## config.mk

```make
export PLATFORM = sky130hd
export DESIGN_NAME = coef_packer
export DESIGN_NICKNAME = d
export VERILOG_FILES = /design/src/rtl/kyber_pkg.sv /design/src/rtl/mod_q_reduce.sv /design/src/rtl/coef_packer.sv
export SDC_FILE = /design/constraint.sdc
export NUM_CORES = 1
export LEC_CHECK = 0
export ABC_CLOCK_PERIOD_IN_PS = 3400
export CORE_MARGIN = 1
export CORE_UTILIZATION = 40
export DETAILED_ROUTE_END_ITERATION = 7
export GPL_TIMING_DRIVEN = 0
export SLEW_MARGIN = 20
export SYNTH_ARGS = -nofsm -noshare
export SYNTH_HDL_FRONTEND = slang
export SYNTH_SLANG_ARGS = --single-unit
```

## constraint.sdc

```tcl
create_clock -name clk -period 3.4 [get_ports clk]
set_input_delay 1.02 -clock clk [delete_from_list [all_inputs] [get_ports clk]]
set_output_delay 1.02 -clock clk [all_outputs]
set_load 0.03 [all_outputs]
```

## src/rtl/kyber_pkg.sv

```systemverilog
// Shared constants, widths and FSM encoding for the Kyber
// coefficient packer and its reduction helper.
package kyber_pkg;

    localparam int KYBER_Q = 3329;
    localparam int COEF_W  = 12;
    localparam int LANES   = 8;
    localparam int WORD_W  = COEF_W * LANES;

    typedef enum logic [1:0] {
        IDLE  = 2'd0,
        LOAD  = 2'd1,
        FLUSH = 2'd2,
        DONE  = 2'd3
    } state_t;

endpackage

```

## src/rtl/mod_q_reduce.sv

```systemverilog
// Single conditional subtraction of Q; flags inputs that were
// outside [0, Q) so the caller can track range violations.
module mod_q_reduce #(
    parameter int Q = kyber_pkg::KYBER_Q
) (
    input  logic [kyber_pkg::COEF_W-1:0] coef,
    output logic [kyber_pkg::COEF_W-1:0] res,
    output logic                         over
);
    import kyber_pkg::*;

    localparam logic [COEF_W-1:0] QW = COEF_W'(Q);

    // subtract Q once when the coefficient is at or above it
    always_comb begin
        over = (coef >= QW);
        res  = over ? (coef - QW) : coef;
    end

endmodule

```

## src/rtl/coef_packer.sv

```systemverilog
// Packs a stream of 12-bit coefficients, reduced mod Q, into
// 96-bit RAM words of eight lanes each, one word per address.
module coef_packer #(
    parameter int NUM_WORDS = 256,
    parameter int KYBER_Q   = kyber_pkg::KYBER_Q
) (
    input  logic                         clk,
    input  logic                         rst,
    input  logic                         start,
    input  logic                         s_valid,
    input  logic [kyber_pkg::COEF_W-1:0] s_data,
    output logic                         s_ready,
    output logic                         wr_en,
    output logic [7:0]                   wr_addr,
    output logic [kyber_pkg::WORD_W-1:0] wr_data,
    output logic                         busy,
    output logic                         done,
    output logic                         err_range
);
    import kyber_pkg::*;

    localparam logic [7:0] LAST_WORD = 8'(NUM_WORDS - 1);
    localparam logic [2:0] LAST_LANE = 3'(LANES - 1);

    state_t              state;
    state_t              state_nxt;
    logic [2:0]          lane;
    logic [7:0]          word;
    logic [WORD_W-1:0]   pack;
    logic [WORD_W-1:0]   pack_nxt;
    logic [COEF_W-1:0]   red;
    logic                over;
    logic                go;
    logic                accept;
    logic                last_lane;
    logic                last_word;

    mod_q_reduce #(
        .Q(KYBER_Q)
    ) u_reduce (
        .coef(s_data),
        .res (red),
        .over(over)
    );

    assign go        = (state == IDLE) && start;
    assign accept    = s_ready && s_valid;
    assign last_lane = (lane == LAST_LANE);
    assign last_word = (word == LAST_WORD);

    // drop the reduced coefficient into its lane of the word
    always_comb begin
        pack_nxt = pack;
        pack_nxt[int'(lane)*COEF_W +: COEF_W] = red;
    end

    // state register
    always_ff @(posedge clk or negedge rst) begin
        if (!rst) begin
            state <= IDLE;
        end else begin
            state <= state_nxt;
        end
    end

    // next-state and state-decoded outputs
    always_comb begin
        state_nxt = state;
        s_ready   = 1'b0;
        busy      = 1'b0;
        done      = 1'b0;
        unique case (state)
            IDLE: begin
                if (start) state_nxt = LOAD;
            end
            LOAD: begin
                s_ready = 1'b1;
                busy    = 1'b1;
                if (accept && last_lane && last_word) state_nxt = FLUSH;
            end
            FLUSH: begin
                busy      = 1'b1;
                state_nxt = DONE;
            end
            DONE: begin
                done      = 1'b1;
                state_nxt = IDLE;
            end
            default: state_nxt = IDLE;
        endcase
    end

    // lane/word counters, packing register and RAM write port
    always_ff @(posedge clk or negedge rst) begin
        if (!rst) begin
            lane      <= '0;
            word      <= '0;
            pack      <= '0;
            wr_en     <= 1'b0;
            wr_addr   <= '0;
            wr_data   <= '0;
            err_range <= 1'b0;
        end else begin
            wr_en <= 1'b0;
            if (go) begin
                lane      <= '0;
                word      <= '0;
                pack      <= '0;
                err_range <= 1'b0;
            end else if (accept) begin
                pack <= pack_nxt;
                lane <= lane + 3'd1;
                if (over) err_range <= 1'b1;
                if (last_lane) begin
                    wr_en   <= 1'b1;
                    wr_addr <= word;
                    wr_data <= pack_nxt;
                    word    <= last_word ? 8'd0 : word + 8'd1;
                end
            end
        end
    end

endmodule

```

==> PnR_summary.wiki, run 1 <==
{| class="wikitable"
! Metric !! Value
|-
| Outcome || completed
|-
| Placement-stage cell area || approximately 13000 µm²
|-
| Hold_buf cts || 0
|-
| Area of the core || roughly 28000 µm²
|-
| Sum of routed wire length over all layers || 45.2 mm
|-
| Critical path destination || pack[10]
|-
| Remaining Overflow, GRT || 0
|-
| Async set or reset register ratio after synthesis || between 90% and 100%
|-
| Diodes inserted || 0
|-
| Tmin final || about 3400 ps
|-
| Detailed-route via count || between 10000 and 15000
|-
| PortBufs || about 120
|-
| P&R area growth vs syn || 33.2%
|-
| Crit path required time || 3760 ps
|-
| VDD IR max || 1070 µV
|-
| Number of detailed-routing iterations run before antenna repair || 6
|-
| CP Class || in2reg
|-
| Number of distinct library cell variants in the gate-level netlist after synthesis || 95
|-
| Total of max-cap violations || 0
|-
| Share of cells above drive strength 1 || between 10% and 20%
|-
| Clock tree skew after final layout || between 40 and 50 ps
|-
| Sw Share || between 50% and 60%
|-
| Clock power frac || about 14%
|-
| Initial antenna violation count || 1
|-
| Synthesized area per cell || about 9.1 µm²
|-
| Net switching component of the power || between 9 and 10 mW
|-
| Clock slew seen by the registers of the worst setup and hold paths || roughly 70 ps
|-
| Share of the core filled with cells in the final layout || 54.4%
|-
| Detailed router's first-iteration violation count || around 1300
|-
| Synth area leaders || sky130_fd_sc_hd__dfrtp_1 (47%), sky130_fd_sc_hd__nand2_1 (5.8%), sky130_fd_sc_hd__o21ai_0 (5.5%)
|-
| Part of the total power dissipated in combinational logic || between 60 and 70%
|-
| Worst hold-check path type || in2async
|-
| TritonCTS buffer count || 25
|-
| Least-Margin Pin Slew || 1060 ps
|-
| Number of nets with antenna violations after detailed routing || 0
|-
| Number of standard-cell rows in the floorplan || 61
|-
| Part of the cycle the worst path needs || between 90% and 100%
|-
| Starting density of the core || 40.9%
|-
| Total number of H-tree levels || 1
|-
| Clock sink count || ~220
|-
| Buffer type at the clock tree root || sky130_fd_sc_hd__clkbuf_16
|-
| Data arrival, critical path || 3730 ps
|-
| Reported leakage power || 6.10 nW
|-
| Final-report max-slew violation count || 0
|-
| Mapped Cells || about 1300
|-
| Proportion of synthesized chip area in sequential cells || 47.1%
|-
| CTS tree || yes
|-
| Crit start category || input port
|-
| Layout net count || 1482
|-
| Max Clk Rate || 297 MHz
|-
| Number of endpoints failing setup at the final stage || 0
|-
| Worst setup timing slack at the placement stage || -1110 ps
|-
| Biggest fanout along the worst timing path || 7
|-
| Remaining routing DRC violations || 0
|-
| Global-route wire length before repair || about 67 mm
|-
| Setup repair after global routing missed its margin || true
|-
| Startpoint of the worst setup timing path || s_data[1]
|-
| Total Die Area || around 29000 µm²
|-
| Floorplan die width || 171 µm
|-
| Top cell type's share of synthesized area || approximately 47%
|-
| Clock insertion delay at the later pin of the skew report || about 550 ps
|-
| Synthesis-stage register bit count || roughly 220
|-
| CTS max path bufs || 3
|-
| Post-layout instance area || 15200 µm²
|-
| # IOs || ~130
|-
| Final HPWL from detailed placement || about 31 mm
|-
| Combined area of all synthesized cells || 11400 µm²
|-
| Final sum of negative setup slack || 0 ps
|-
| Library cell with the highest instance count after synthesis || sky130_fd_sc_hd__dfrtp_1
|-
| Synth warnings || 0
|-
| Per-cell routed wire length || around 25 µm
|-
| Hold Violations, Final || 0
|-
| Setup slack, reg-to-reg || 50 ps
|-
| DR vias/cell || between 6 and 7
|-
| Number of global-route vias before repair || between 10000 and 15000
|-
| Power density cells || ~1300 nW/µm²
|-
| Post-synth top flop || sky130_fd_sc_hd__dfrtp_1
|-
| Sequential fraction of design power || a little over a fifth
|-
| Number of enable flip-flop cells after synthesis || 0
|-
| Smallest setup slack after layout || approximately 30 ps
|-
| Int Power || 9.66 mW
|-
| Headroom to the max-slew limit || 29.5%
|-
| Synth Net Count || 1287
|-
| Category of the worst setup path capture point || flip-flop
|-
| R2R cell count || 12
|-
| Synth top cells by count || sky130_fd_sc_hd__dfrtp_1 (215), sky130_fd_sc_hd__nand2_1 (177), sky130_fd_sc_hd__o21ai_0 (125)
|-
| Synth area leader || sky130_fd_sc_hd__dfrtp_1
|-
| R2R Path End || wr_data[19]
|-
| Largest net degree at the start of global routing || between 90 and 100
|-
| Routability congestion estimate || 0.963
|-
| Startpoint of the lowest-slack register-to-register path || lane[0]
|-
| GRT Util Overall || between 30% and 40%
|-
| Chip height || ~170 µm
|}
==> critical path, stage by stage <==
cell                              delay, ps
sky130_fd_sc_hd__clkdlybuf4s50_1        480
sky130_fd_sc_hd__inv_2                  100
sky130_fd_sc_hd__ha_2                   210
sky130_fd_sc_hd__or3b_4                 450
sky130_fd_sc_hd__o41a_1                 530
sky130_fd_sc_hd__nor3_2                 320
sky130_fd_sc_hd__a21oi_2                170
sky130_fd_sc_hd__a211oi_2               340
sky130_fd_sc_hd__a21oi_1                110
==> cell families after synthesis <==
| group | synth area share [%] |
|---|---|
| compound gates | 24.8 |
| xor+xnor | 1.39 |
| fa+ha+maj | 1.82 |
| buf+inv | 3.33 |
| flops | 47.1 |
| mux | 2.07 |
| simple gates | 19.4 |
==> what timing repair did <==
item,CTS,global route
gates resized for setup,96,62
setup buffers,31,18
setup endpoints to repair,194,163
pin swaps,17,18
==> metrics by stage <==
step,std cells,power (mW),hold slack (ps)
2_1_floorplan,1255,10.7,448
3_3_place_gp,1754,14.3,461
3_5_place_dp,1757,14.4,465
4_1_cts,1830,18.4,454
5_1_grt,1845,20.3,472
6_report,1845,19.4,429
==> area by class of cell <==
class,instances,area [µm²]
clock inverter,7,114
sequential,215,5380
buffer,71,347
tap,378,473
multi-input combinational,946,6390
timing repair buffer,173,1700
clock buffer,37,731
inverter,18,72.6
fill,2633,12700
==> state kept, by name, indices dropped and copies added (netlist names) <==
| name | cells |
|---|---|
| lane | 3 |
| err_range | 1 |
| state | 2 |
| pack | 96 |
| wr_data | 96 |
| wr_en | 1 |
| word | 8 |
| wr_addr | 8 |
==> routing by layer <==
metal  GRT usage, %  vias to the layer above  share of wire [%]  routed length [µm]
li1               -                     5030                  -                   -
met1           42.9                     5558                 42               19200
met2           47.8                      526                 45               20300
met3           5.60                      122                8.2                3710
met4           14.5                        0                4.6                2070
met5              0                        -                  0                   0
==> power by group through the flow <==
stage          sequential (mW)  combinational, mW  clock [mW]
2_1_floorplan             5.07               5.60           0
3_3_place_gp              4.24               10.0           0
3_5_place_dp              4.25               10.1           0
4_1_cts                   4.22               11.4        2.82
5_1_grt                   4.34               13.0        2.93
6_report                  4.23               12.4        2.80
==> layout by cell type, fill, tap and decap left out, types with 17 or more instances in the layout <==
| cell | instances |
|---|---|
| sky130_fd_sc_hd__and3_1 | 17 |
| sky130_fd_sc_hd__clkbuf_1 | 46 |
| sky130_fd_sc_hd__a211oi_1 | 17 |
| sky130_fd_sc_hd__nand2_1 | 168 |
| sky130_fd_sc_hd__nor2_1 | 92 |
| sky130_fd_sc_hd__o211ai_1 | 29 |
| sky130_fd_sc_hd__clkbuf_16 | 25 |
| sky130_fd_sc_hd__dfrtp_1 | 212 |
| sky130_fd_sc_hd__nor3_1 | 26 |
| sky130_fd_sc_hd__buf_4 | 50 |
| sky130_fd_sc_hd__mux2i_1 | 21 |
| sky130_fd_sc_hd__clkdlybuf4s50_1 | 117 |
| sky130_fd_sc_hd__o21ai_0 | 119 |
| sky130_fd_sc_hd__a21oi_1 | 97 |
| sky130_fd_sc_hd__nand3_1 | 58 |
==> worst min path at each step <==
stage          depth (start not counted)          to  slack (ps)       start
2_1_floorplan                          1    pack[61]         450    pack[61]
3_3_place_gp                           2  wr_addr[2]         460  wr_addr[2]
3_5_place_dp                           2  wr_addr[4]         460  wr_addr[4]
4_1_cts                                1     pack[0]         450         rst
5_1_grt                                1     pack[0]         470         rst
6_report                               1     pack[0]         430         rst
Note: power is estimated with default switching activity, not from simulation.
==> inputs of run 2 (changes only) <==
--- a/config.mk
+++ b/config.mk
@@ -6,7 +6,8 @@
 export NUM_CORES = 1
 export LEC_CHECK = 0
 export ABC_CLOCK_PERIOD_IN_PS = 3400
-export CORE_MARGIN = 1
+export CAP_MARGIN = 20
+export CORE_MARGIN = 2
 export CORE_UTILIZATION = 40
 export DETAILED_ROUTE_END_ITERATION = 7
 export GPL_TIMING_DRIVEN = 0
==> run 2 against run 1 <==
Effect of this change:
- the flow now finishes with violations (setup timing)
- global-route usage is 1.9 points lower
- clock skew shrank 10 ps
- clock-buffer cell count increased by 2
- sequential power about the same
- largest cell class unchanged
==> PnR_summary.wiki, run 2 (synthesis results as in run 1) <==
{| class="wikitable"
! Metric !! Value
|-
| Chip height || 173 µm (+1.2%)
|-
| Number of standard-cell rows in the floorplan || 61 (unchanged)
|-
| CP max-delay cell || sky130_fd_sc_hd__or3_1
|-
| Total power || 19.3 mW (-0.82%)
|-
| Crit path required time || 3780 ps (+20 ps)
|-
| Headroom to the max-slew limit || 29.5% (about the same)
|-
| Max Clk Rate || 293 MHz (-1.2%)
|-
| Final HPWL from detailed placement || 31.3 mm (-0.35%)
|-
| Part of the cycle the worst path needs || 100% (+1.2 points)
|-
| Detailed router's first-iteration violation count || 1100 (-14%)
|-
| Global-route wire length before repair || 67.4 mm (+0.36%)
|-
| Buffer type at the clock tree root || sky130_fd_sc_hd__clkbuf_16
|-
| Remaining Overflow, GRT || 0 (unchanged)
|-
| Total number of H-tree levels || 1 (unchanged)
|-
| Reported leakage power || 6.12 nW (+0.43%)
|-
| Worst slack on hold paths || 367 ps (-62.1 ps)
|-
| CTS tree || yes
|-
| Final-report max-slew violation count || 0 (unchanged)
|-
| Least-Margin Pin Slew || 1060 ps (-0.387 ps)
|-
| P&R area growth vs syn || 33.0%
|-
| Registers with the highest flip-flop counts || pack x96, wr_data x96
|-
| Part of the total power dissipated in combinational logic || 64.0% (+0.2 points)
|-
| Violated checks || setup timing
|-
| CP Class || reg2reg
|-
| Number of fillers in the final layout || 2577 (-2.1%)
|-
| Share of cells above drive strength 1 || 17.6% (+0.17 points)
|-
| Total of max-cap violations || 0 (unchanged)
|-
| GRT Util Overall || 29.3% (-1.9 points)
|-
| Detailed-route via count || 11300 (+0.88%)
|-
| Number of endpoints failing setup at the final stage || 1 (+1)
|-
| Hold_buf cts || 0 (unchanged)
|-
| Starting density of the core || 40.9% (unchanged)
|-
| Tmin final || 3410 ps (+39.4 ps)
|-
| Diodes inserted || 0 (unchanged)
|-
| Sequence of cells on the critical path || buf_4 -> inv_4 -> ha_1 -> buf_2 -> xor2_2 -> nand2_2 -> or3_1 -> a21o_2 -> a2111oi_0 -> a211oi_1
|-
| Setup repair after global routing missed its margin || true
|-
| Initial antenna violation count || 1 (unchanged)
|-
| Net switching component of the power || 9.71 mW (-0.60%)
|-
| Share of the core filled with cells in the final layout || 54.3% (-0.11 points)
|-
| Category of the worst setup path capture point || flip-flop
|-
| Clock power frac || 14.1% (-0.3 points)
|-
| # IOs || 125 (unchanged)
|-
| Remaining routing DRC violations || 0 (unchanged)
|-
| Crit start category || flip-flop
|-
| Area of the core || 27900 µm² (unchanged)
|-
| PortBufs || 121 (unchanged)
|-
| Layout net count || 1485 (+0.20%)
|-
| Number of global-route vias before repair || 10800 (-0.36%)
|-
| Worst hold-check path type || in2async
|-
| Data arrival, critical path || 3790 ps (+60 ps)
|-
| Crit path buf inv count || 3 (+1)
|-
| Slowest Stage Delay on Critical Path || 460 ps (-70 ps)
|-
| Clock insertion delay at the later pin of the skew report || 540 ps (about the same)
|-
| Int Power || 9.56 mW (-1.0%)
|-
| TritonCTS buffer count || 24 (-4.0%)
|-
| Clock sink count || 215 (unchanged)
|-
| Number of nets with antenna violations after detailed routing || 0 (unchanged)
|-
| Routability congestion estimate || 1.01 (+4.4%)
|-
| Outcome || finished with violations
|-
| Total Die Area || 29900 µm² (+2.4%)
|-
| Sw Share || 50.4% (+0.11 points)
|-
| Most common cell after layout, fill and taps aside || sky130_fd_sc_hd__dfrtp_1
|-
| Smallest setup slack after layout || -10.3 ps (-39.4 ps)
|-
| Biggest fanout along the worst timing path || 11 (+4)
|-
| Hold Violations, Final || 0 (unchanged)
|-
| Power density cells || 1270 nW/µm² (-0.62%)
|-
| Sequential fraction of design power || 21.9% (about the same)
|-
| Clock tree skew after final layout || 30.2 ps (-10.1 ps)
|-
| CTS max path bufs || 3 (unchanged)
|-
| Largest net degree at the start of global routing || 94 (+1.1%)
|-
| Number of detailed-routing iterations run before antenna repair || 5 (-1)
|-
| Highest-count cells in the layout ignoring fill and taps || sky130_fd_sc_hd__dfrtp_1 (212), sky130_fd_sc_hd__nand2_1 (170), sky130_fd_sc_hd__o21ai_0 (120), sky130_fd_sc_hd__clkdlybuf4s50_1 (116), sky130_fd_sc_hd__a21oi_1 (97)
|-
| VDD IR max || 735 µV (-31%)
|-
| DR vias/cell || 6.13 (+0.72%)
|-
| Per-cell routed wire length || 24.5 µm (-0.19%)
|-
| Floorplan die width || 173 µm (+1.2%)
|-
| Cell type group with the largest total delay on the critical path || compound AO/OA/AOI/OAI gates
|-
| Sum of routed wire length over all layers || 45.2 mm (about the same)
|-
| Clock slew seen by the registers of the worst setup and hold paths || 60 ps (about the same)
|}
[run 2: cell types whose count changed in the layout (fill, tap and decap cells not counted), sizes merged]
cell | previous run | this run
bufinv | 3 | 1
clkinv | 3 | 4
clkdlybuf4s50 | 117 | 116
dlygate4sd2 | 1 | 0
dlymetal6s2s | 2 | 4
clkbuf | 89 | 93
inv | 19 | 17
buf | 71 | 73
[run 2: power by group through the flow]
stage                     combinational [mW]  clock, mW  sequential, mW
after floorplan                         5.60          0            5.07
after global placement                  10.0          0            4.25
after detailed placement                10.1          0            4.26
after CTS                               11.5       2.73            4.22
after global routing                    13.0       2.84            4.35
final                                   12.3       2.71            4.23
[run 2: what timing repair did]
| item | 4_1_cts | 5_1_grt |
|---|---|---|
| endpoints found under the setup margin | 194 | 170 |
| resized for setup | 97 | 64 |
| pin swaps | 17 | 15 |
| buffers inserted | 33 | 18 |
[run 2: metal layers]
metal | track usage (%) | vias up | share of wire [%]
met4 | 12.2 | 0 | 4.5
met5 | 0 | - | 0
li1 | - | 5032 | -
met1 | 41.5 | 5663 | 43
met2 | 45.2 | 544 | 45
met3 | 4.11 | 96 | 7.7
[run 2: final timing paths]
check | start | endpoint | slack (ps) | cells past startpoint
worst min-delay path | rst | err_range | 370 | 1
min in group clk | wr_addr[4] | wr_addr[4] | 470 | 2
max in group asynchronous | rst | pack[29] | 2200 | 2
worst max-delay path | lane[0] | wr_data[72] | -10 | 10
worst max register to register | lane[0] | wr_data[72] | -10 | 10
worst min register to register | wr_addr[4] | wr_addr[4] | 470 | 2
[run 2: area by class of cell]
| cell class | count | area [µm²] | area share [%] |
|---|---|---|---|
| multi-input combinational | 946 | 6360 | 41.9 |
| sequential | 215 | 5380 | 35.5 |
| timing repair buffer | 174 | 1700 | 11.2 |
| clock buffer | 39 | 778 | 5.13 |
| tap | 378 | 473 | 3.12 |
| buffer | 74 | 369 | 2.43 |
| inverter | 18 | 75.1 | 0.495 |
| clock inverter | 4 | 45.0 | 0.297 |
[run 2: stage by stage]
| step | area, µm² | TNS (ps) | worst slack (ps) | instances |
|---|---|---|---|---|
| floorplan | 11500 | 0 | 3.00 | 1255 |
| detailed placement | 13300 | -140480 | -1160 | 1756 |
| global route | 15200 | -167 | -90.6 | 1848 |
| CTS | 14800 | -169 | -79.1 | 1831 |
| finish | 15200 | -10.3 | -10.3 | 1848 |
| global placement | 13200 | -1914650 | -8200 | 1754 |
[run 2: worst reg2reg max path, cell delays in order, from the launching register on]
cell	delay, ps
sky130_fd_sc_hd__dfrtp_2	450
sky130_fd_sc_hd__buf_4	210
sky130_fd_sc_hd__inv_4	200
sky130_fd_sc_hd__ha_1	270
sky130_fd_sc_hd__buf_2	210
sky130_fd_sc_hd__xor2_2	460
sky130_fd_sc_hd__nand2_2	230
sky130_fd_sc_hd__or3_1	460
sky130_fd_sc_hd__a21o_2	300
sky130_fd_sc_hd__a2111oi_0	410
sky130_fd_sc_hd__a211oi_1	80
==> inputs of run 3 (changes only) <==
--- a/config.mk
+++ b/config.mk
@@ -11,7 +11,6 @@
 export CORE_UTILIZATION = 40
 export DETAILED_ROUTE_END_ITERATION = 7
 export GPL_TIMING_DRIVEN = 0
-export SLEW_MARGIN = 20
 export SYNTH_ARGS = -nofsm -noshare
 export SYNTH_HDL_FRONTEND = slang
 export SYNTH_SLANG_ARGS = --single-unit
==> run 3 against run 2 <==
Effect of this change:
- the flow still finishes with violations (setup timing)
- via count fell by 0.73%
- clock skew shrank 15 ps
- worst hold slack got worse by 1.9 ps
- power fell by 0.28%
- die area did not move
- wire length down 1.0%
- flip-flop and latch count stayed put
- cell count did not move
- critical path type unchanged
==> PnR_summary.wiki, run 3 (synthesis results as in run 1) <==
{| class="wikitable"
! Metric !! Value
|-
| Final HPWL from detailed placement || 31.3 mm (about the same)
|-
| Final sum of negative setup slack || -36.6 ps (-26.4 ps)
|-
| Data arrival, critical path || 3810 ps (+20 ps)
|-
| Crit path required time || 3790 ps (about the same)
|-
| Outcome || finished with violations
|-
| CP Class || reg2reg
|-
| Total number of H-tree levels || 1 (unchanged)
|-
| Diodes inserted || 0 (unchanged)
|-
| Biggest fanout along the worst timing path || 11 (unchanged)
|-
| Clock tree skew after final layout || 14.9 ps (-15.3 ps)
|-
| Routability congestion estimate || 1.01 (unchanged)
|-
| CTS max path bufs || 3 (unchanged)
|-
| Most common cell after layout, fill and taps aside || sky130_fd_sc_hd__dfrtp_1
|-
| CTS tree || yes
|-
| # IOs || 125 (unchanged)
|-
| Chip height || 173 µm (unchanged)
|-
| Part of the total power dissipated in combinational logic || 64.3% (+0.3 points)
|-
| Starting density of the core || 40.9% (unchanged)
|-
| PortBufs || 121 (unchanged)
|-
| Sw Share || 50.6% (+0.20 points)
|-
| Least-Margin Pin Slew || 1050 ps (-10.8 ps)
|-
| Share of the core filled with cells in the final layout || 54.3% (about the same)
|-
| Reported leakage power || 6.11 nW (-0.22%)
|-
| Remaining routing DRC violations || 0 (unchanged)
|-
| Crit start category || flip-flop
|-
| Number of nets with antenna violations after detailed routing || 0 (unchanged)
|-
| Layout net count || 1485 (unchanged)
|-
| Detailed-route via count || 11300 (-0.73%)
|-
| Startpoint of the lowest-slack register-to-register path || lane[0]
|-
| Placement-stage cell area || 13300 µm² (about the same)
|-
| Tmin final || 3430 ps (+17.1 ps)
|-
| Worst setup timing slack at the placement stage || -1180 ps (-20.6 ps)
|-
| Slowest Stage Delay on Critical Path || 480 ps (+20 ps)
|-
| Number of global-route vias before repair || 10700 (-1.4%)
|-
| Number of standard-cell rows in the floorplan || 61 (unchanged)
|-
| Sequence of cells on the critical path || buf_4 -> inv_6 -> ha_1 -> buf_2 -> xor2_2 -> nand2_2 -> or3_1 -> a21o_1 -> a2111oi_0 -> a211oi_1
|-
| Int Power || 9.49 mW (-0.68%)
|-
| VDD IR max || 799 µV (+8.6%)
|-
| GRT Util Overall || 28.8% (-0.49 points)
|-
| Headroom to the max-slew limit || 30.2% (+0.72 points)
|-
| Remaining Overflow, GRT || 0 (unchanged)
|-
| Area of the core || 27900 µm² (unchanged)
|-
| Final-report max-slew violation count || 0 (unchanged)
|-
| Floorplan die width || 173 µm (unchanged)
|-
| Total Die Area || 29900 µm² (unchanged)
|-
| Net switching component of the power || 9.72 mW (+0.12%)
|-
| Detailed router's first-iteration violation count || 1247 (+13%)
|-
| Registers with the highest flip-flop counts || pack x96, wr_data x96
|-
| Per-cell routed wire length || 24.2 µm (-1.0%)
|-
| Number of endpoints failing setup at the final stage || 2 (+1)
|-
| Worst hold-check path type || in2async
|-
| Buffer type at the clock tree root || sky130_fd_sc_hd__clkbuf_16
|-
| Post-layout instance area || 15200 µm² (about the same)
|-
| Total of max-cap violations || 0 (unchanged)
|-
| Sum of routed wire length over all layers || 44.8 mm (-1.0%)
|-
| Number of detailed-routing iterations run before antenna repair || 5 (unchanged)
|-
| Clock slew seen by the registers of the worst setup and hold paths || 60 ps (about the same)
|-
| Clock power frac || 13.7% (-0.4 points)
|-
| Startpoint of the worst setup timing path || lane[0]
|-
| Initial antenna violation count || 0 (-1)
|-
| Violated checks || setup timing
|-
| TritonCTS buffer count || 24 (unchanged)
|-
| Largest net degree at the start of global routing || 99 (+5.3%)
|-
| DR vias/cell || 6.09 (-0.73%)
|-
| CP max-delay cell || sky130_fd_sc_hd__xor2_2
|-
| Category of the worst setup path capture point || flip-flop
|-
| Clock insertion delay at the later pin of the skew report || 530 ps (about the same)
|-
| P&R area growth vs syn || 32.8% (about the same)
|-
| Clock sink count || 215 (unchanged)
|-
| Smallest setup slack after layout || -27.4 ps (-17.1 ps)
|-
| Setup repair after global routing missed its margin || true
|-
| Max Clk Rate || 292 MHz (-0.50%)
|-
| Share of cells above drive strength 1 || 17.6% (unchanged)
|-
| Power density cells || 1270 nW/µm² (-0.18%)
|-
| Sequential fraction of design power || 22.0% (about the same)
|-
| Highest-count cells in the layout ignoring fill and taps || sky130_fd_sc_hd__dfrtp_1 (212), sky130_fd_sc_hd__nand2_1 (170), sky130_fd_sc_hd__o21ai_0 (119), sky130_fd_sc_hd__clkdlybuf4s50_1 (117), sky130_fd_sc_hd__a21oi_1 (96)
|-
| Hold Violations, Final || 0 (unchanged)
|-
| Global-route wire length before repair || 66.5 mm (-1.3%)
|-
| Part of the cycle the worst path needs || 101% (+0.50 points)
|}
run 3: changes by cell type in the layout (fill, tap and decap cells not counted), sizes merged:
cell,before,now
clkdlybuf4s15,1,2
buf,73,74
clkinv,4,7
dlygate4sd2,0,1
clkdlybuf4s50,116,117
clkbuf,93,88
dlymetal6s2s,4,2
run 3: final timing paths:
kind	to	slack (ps)	depth (start not counted)
min	wr_data[0]	360	1
max	wr_data[72]	-30	10
max reg2reg	wr_data[72]	-30	10
min in group clk	wr_addr[7]	470	2
max in group asynchronous	wr_data[61]	2230	2
min reg2reg	wr_addr[7]	470	2
run 3: layout make-up:
type | instances | area [µm²]
Timing Repair Buffer | 176 | 1690
Clock inverter | 7 | 71.3
Buffer | 72 | 363
Fill cell | 2601 | 12800
Inverter | 18 | 77.6
Tap cell | 378 | 473
Clock buffer | 36 | 727
Multi-Input combinational cell | 946 | 6380
Sequential cell | 215 | 5380
run 3: per-stage QoR:
step | hold WS [ps] | power, mW | instances
after floorplan | 448 | 10.7 | 1255
after global placement | 460 | 14.2 | 1754
after detailed placement | 462 | 14.3 | 1757
after CTS | 372 | 18.1 | 1824
after global routing | 380 | 20.1 | 1848
final | 365 | 19.2 | 1848
run 3: power by group through the flow:
stage / clock network [mW] / logic [mW] / registers, mW
final: 2.64 / 12.3 / 4.23
after detailed placement: 0 / 10.1 / 4.25
after CTS: 2.67 / 11.2 / 4.22
after global placement: 0 / 10.0 / 4.25
after floorplan: 0 / 5.60 / 5.07
after global routing: 2.77 / 13.0 / 4.34
run 3: critical path, delay by kind of cell (launching register included):
family	cells	cell delay, ps
AO/OA/AOI/OAI	3	790
XOR/XNOR	1	480
buffers and inverters	3	590
AND/OR/NAND/NOR	2	710
flip-flops	1	420
adder cells (fa/ha/maj)	1	280
run 3: repair_timing:
item | 4_1_cts | 5_1_grt
pin swaps | 17 | 17
setup endpoints to repair | 194 | 175
cloned | 0 | 0
buffers inserted | 24 | 28
gates resized for setup | 78 | 84
hold buffers | 0 | 0
run 3: metal layers:
metal  vias to the layer above  track usage, %  share of wire, %
met1                      5602            41.3                44
met5                         -               0                 0
met2                       545            44.9                46
li1                       5025               -                 -
met3                        80            3.91               7.2
met4                         0            10.0               3.1
==> RTL edit: new RTL, settings of run 1 <==
Change the package constant `LANES` from 8 to 9.
--- a/src/rtl/kyber_pkg.sv
+++ b/src/rtl/kyber_pkg.sv
@@ -6,3 +6,3 @@
     localparam int COEF_W  = 12;
-    localparam int LANES   = 8;
+    localparam int LANES   = 9;
     localparam int WORD_W  = COEF_W * LANES;
Ports: changed (resized wr_data); port bits go from 125 to 137. No check against the original RTL was run, so the function may have changed too.
==> RTL edit against run 1 <==
The flow now finishes with violations (negative setup slack); sequential share of layout area shrank 0.45 points; critical path depth grew 6; maximum frequency shrank 2.3%; synthesized area grew 9.7%; routed wire length grew 14%; worst hold slack gained 13 ps; cell area grew 13%; count of clock-buffer cells in the layout grew 3; setup slack lost 80 ps; sequential cell count grew 24; non-clock buffer count grew 44; largest cell class unchanged; highest routed layer unchanged.
Power is not shown: default switching activity piles up to over one toggle a cycle in this logic, so the estimate is an artifact.
==> RTL edit: results (changes against run 1) <==
Run status
  • Outcome: finished with violations
  • Violated checks: negative setup slack

Critical path
  • Critical Path Fanout Max: 4 (-3)
  • Data arrival time of the worst path: 3840 ps (+110 ps)
  • First element of the critical path: lane[1]$_DFFE_PN0P_
  • Cell count of the worst reg-to-reg path: 15 (+3)
  • Critical register-to-register path endpoint: pack[6]$_DFFE_PN0P_

Global route
  • Pin count of the biggest net entering global routing: 92 (-1.1%)
  • Wire length of the first global-routing pass: 76740 µm (+14%)
  • Number of antenna violations at the first check in global routing: 0 (-1)
  • Met2 layer usage reported by global route: 50.05% (+2.2 points)
  • GR Layer Usage met1: 44.45% (+1.6 points)
  • Gr usage total: 32.33% (+1.1 points)
  • Met3 layer usage reported by global route: 5.471% (-0.13 points)
  • Via count of the first global-routing pass: 12050 (+11%)

Final layout
  • Area added between synthesis and finish: 36.66%
  • Non-filler instance count after layout: 2027 (+9.9%)
  • Count of plain and timing-repair buffers: 288 (+18%)
  • Final #Nets: 1643 (+11%)
  • Largest regs: pack x108, wr_data x108
  • Filler instances: 2780 (+5.6%)
  • Ratio of cells with drive above 1 in the final layout: 21.03% (+3.6 points)
  • Sequential fraction of total cell area: 34.95% (-0.45 points)
  • Data-path buffer share of cell area in the final layout: 14.82% (+1.4 points)
  • Inverters, non-clock: 19 (+1)
  • Relative area of clock buffers and inverters in the final design: 5.329% (-0.22 points)
  • Total number of multi-input combinational cells: 1036 (+9.5%)
  • Multi-input combinational area share: 41.57% (-0.46 points)
  • Clock buffer cells: 40 (+8.1%)

Timing
  • Final setup skew: 8.116 ps (-32.19 ps)
  • Hold Slack: 442.2 ps (+13.30 ps)
  • Final setup violating endpoints: 3 (+3)
  • Slack of the critical path: -50.51 ps (-79.67 ps)
  • Setup tns final: -97.96 ps (-97.96 ps)
  • Slew headroom: 40.70% (+11 points)

Synth
  • Sequential cell area fraction in the yosys report: 47.75% (+0.62 points)
  • Synthesized Nets: 1412 (+9.7%)
  • Multiplexer area fraction after synthesis: 1.149% (-0.92 points)
  • Synth cell types: 91 (-4.2%)
  • Complex-gate fraction of the synthesized area: 27.56% (+2.7 points)
  • Post-synth top cells: 239 x dfrtp_1, 154 x nand2_1, 143 x o21ai_0
  • Area share of xor/xnor cells in the synthesized design: 0.8292% (-0.56 points)
  • Adder-cell share of the synthesized area: 1.658% (-0.16 points)

Placed design
  • Placed wire-length estimate: 36000 µm (+15%)
  • Global placement routability congestion: 1.010 (+4.9%)
  • Placement-stage worst setup slack: -1973 ps (-860.4 ps)
  • Standard cell area after detailed placement: 14590 µm² (+10%)
  • Dpl cells: 1911 (+8.8%)

Clock tree
  • Root Buffer: clkbuf_16
  • Post-CTS sizing: 153 (+59%)
  • Number of buffers created by CTS: 27 (+8.0%)
  • Setup repair bufs after CTS: 38 (+23%)

Route
  • Via count: 12630 (+12%)
  • Detailed Route Iter0 Violations: 1228 (-4.4%)
[RTL edit: changes by cell type in the layout (fill, tap and decap cells not counted), sizes merged, moves of 8 or more]
cell           before  now
and2                6   18
o21ai             138  165
buf                71   95
a31oi               9   39
clkdlybuf4s50     117  126
nand3              58   49
a21oi             104  127
clkbuf             89  101
mux2i              21   12
dfrtp             215  239
o2bb2ai            10   22
nor2              103  111
nand2             177  155
[RTL edit: worst max-delay path: cells and delay by family, from the launching register on]
family,cells,cell delay (ps)
buffers and inverters,4,480
DFF,1,400
and+or+nand+nor,5,990
adders and majority gates,3,980
AOI/OAI and AO/OA,3,450
[RTL edit: per-layer routing]
metal,up-vias,share of wire [%],routed length [µm]
met5,-,0,0
li1,5622,-,-
met2,597,44,22930
met3,144,8.1,4158
met1,6271,43,22110
met4,0,4.6,2390
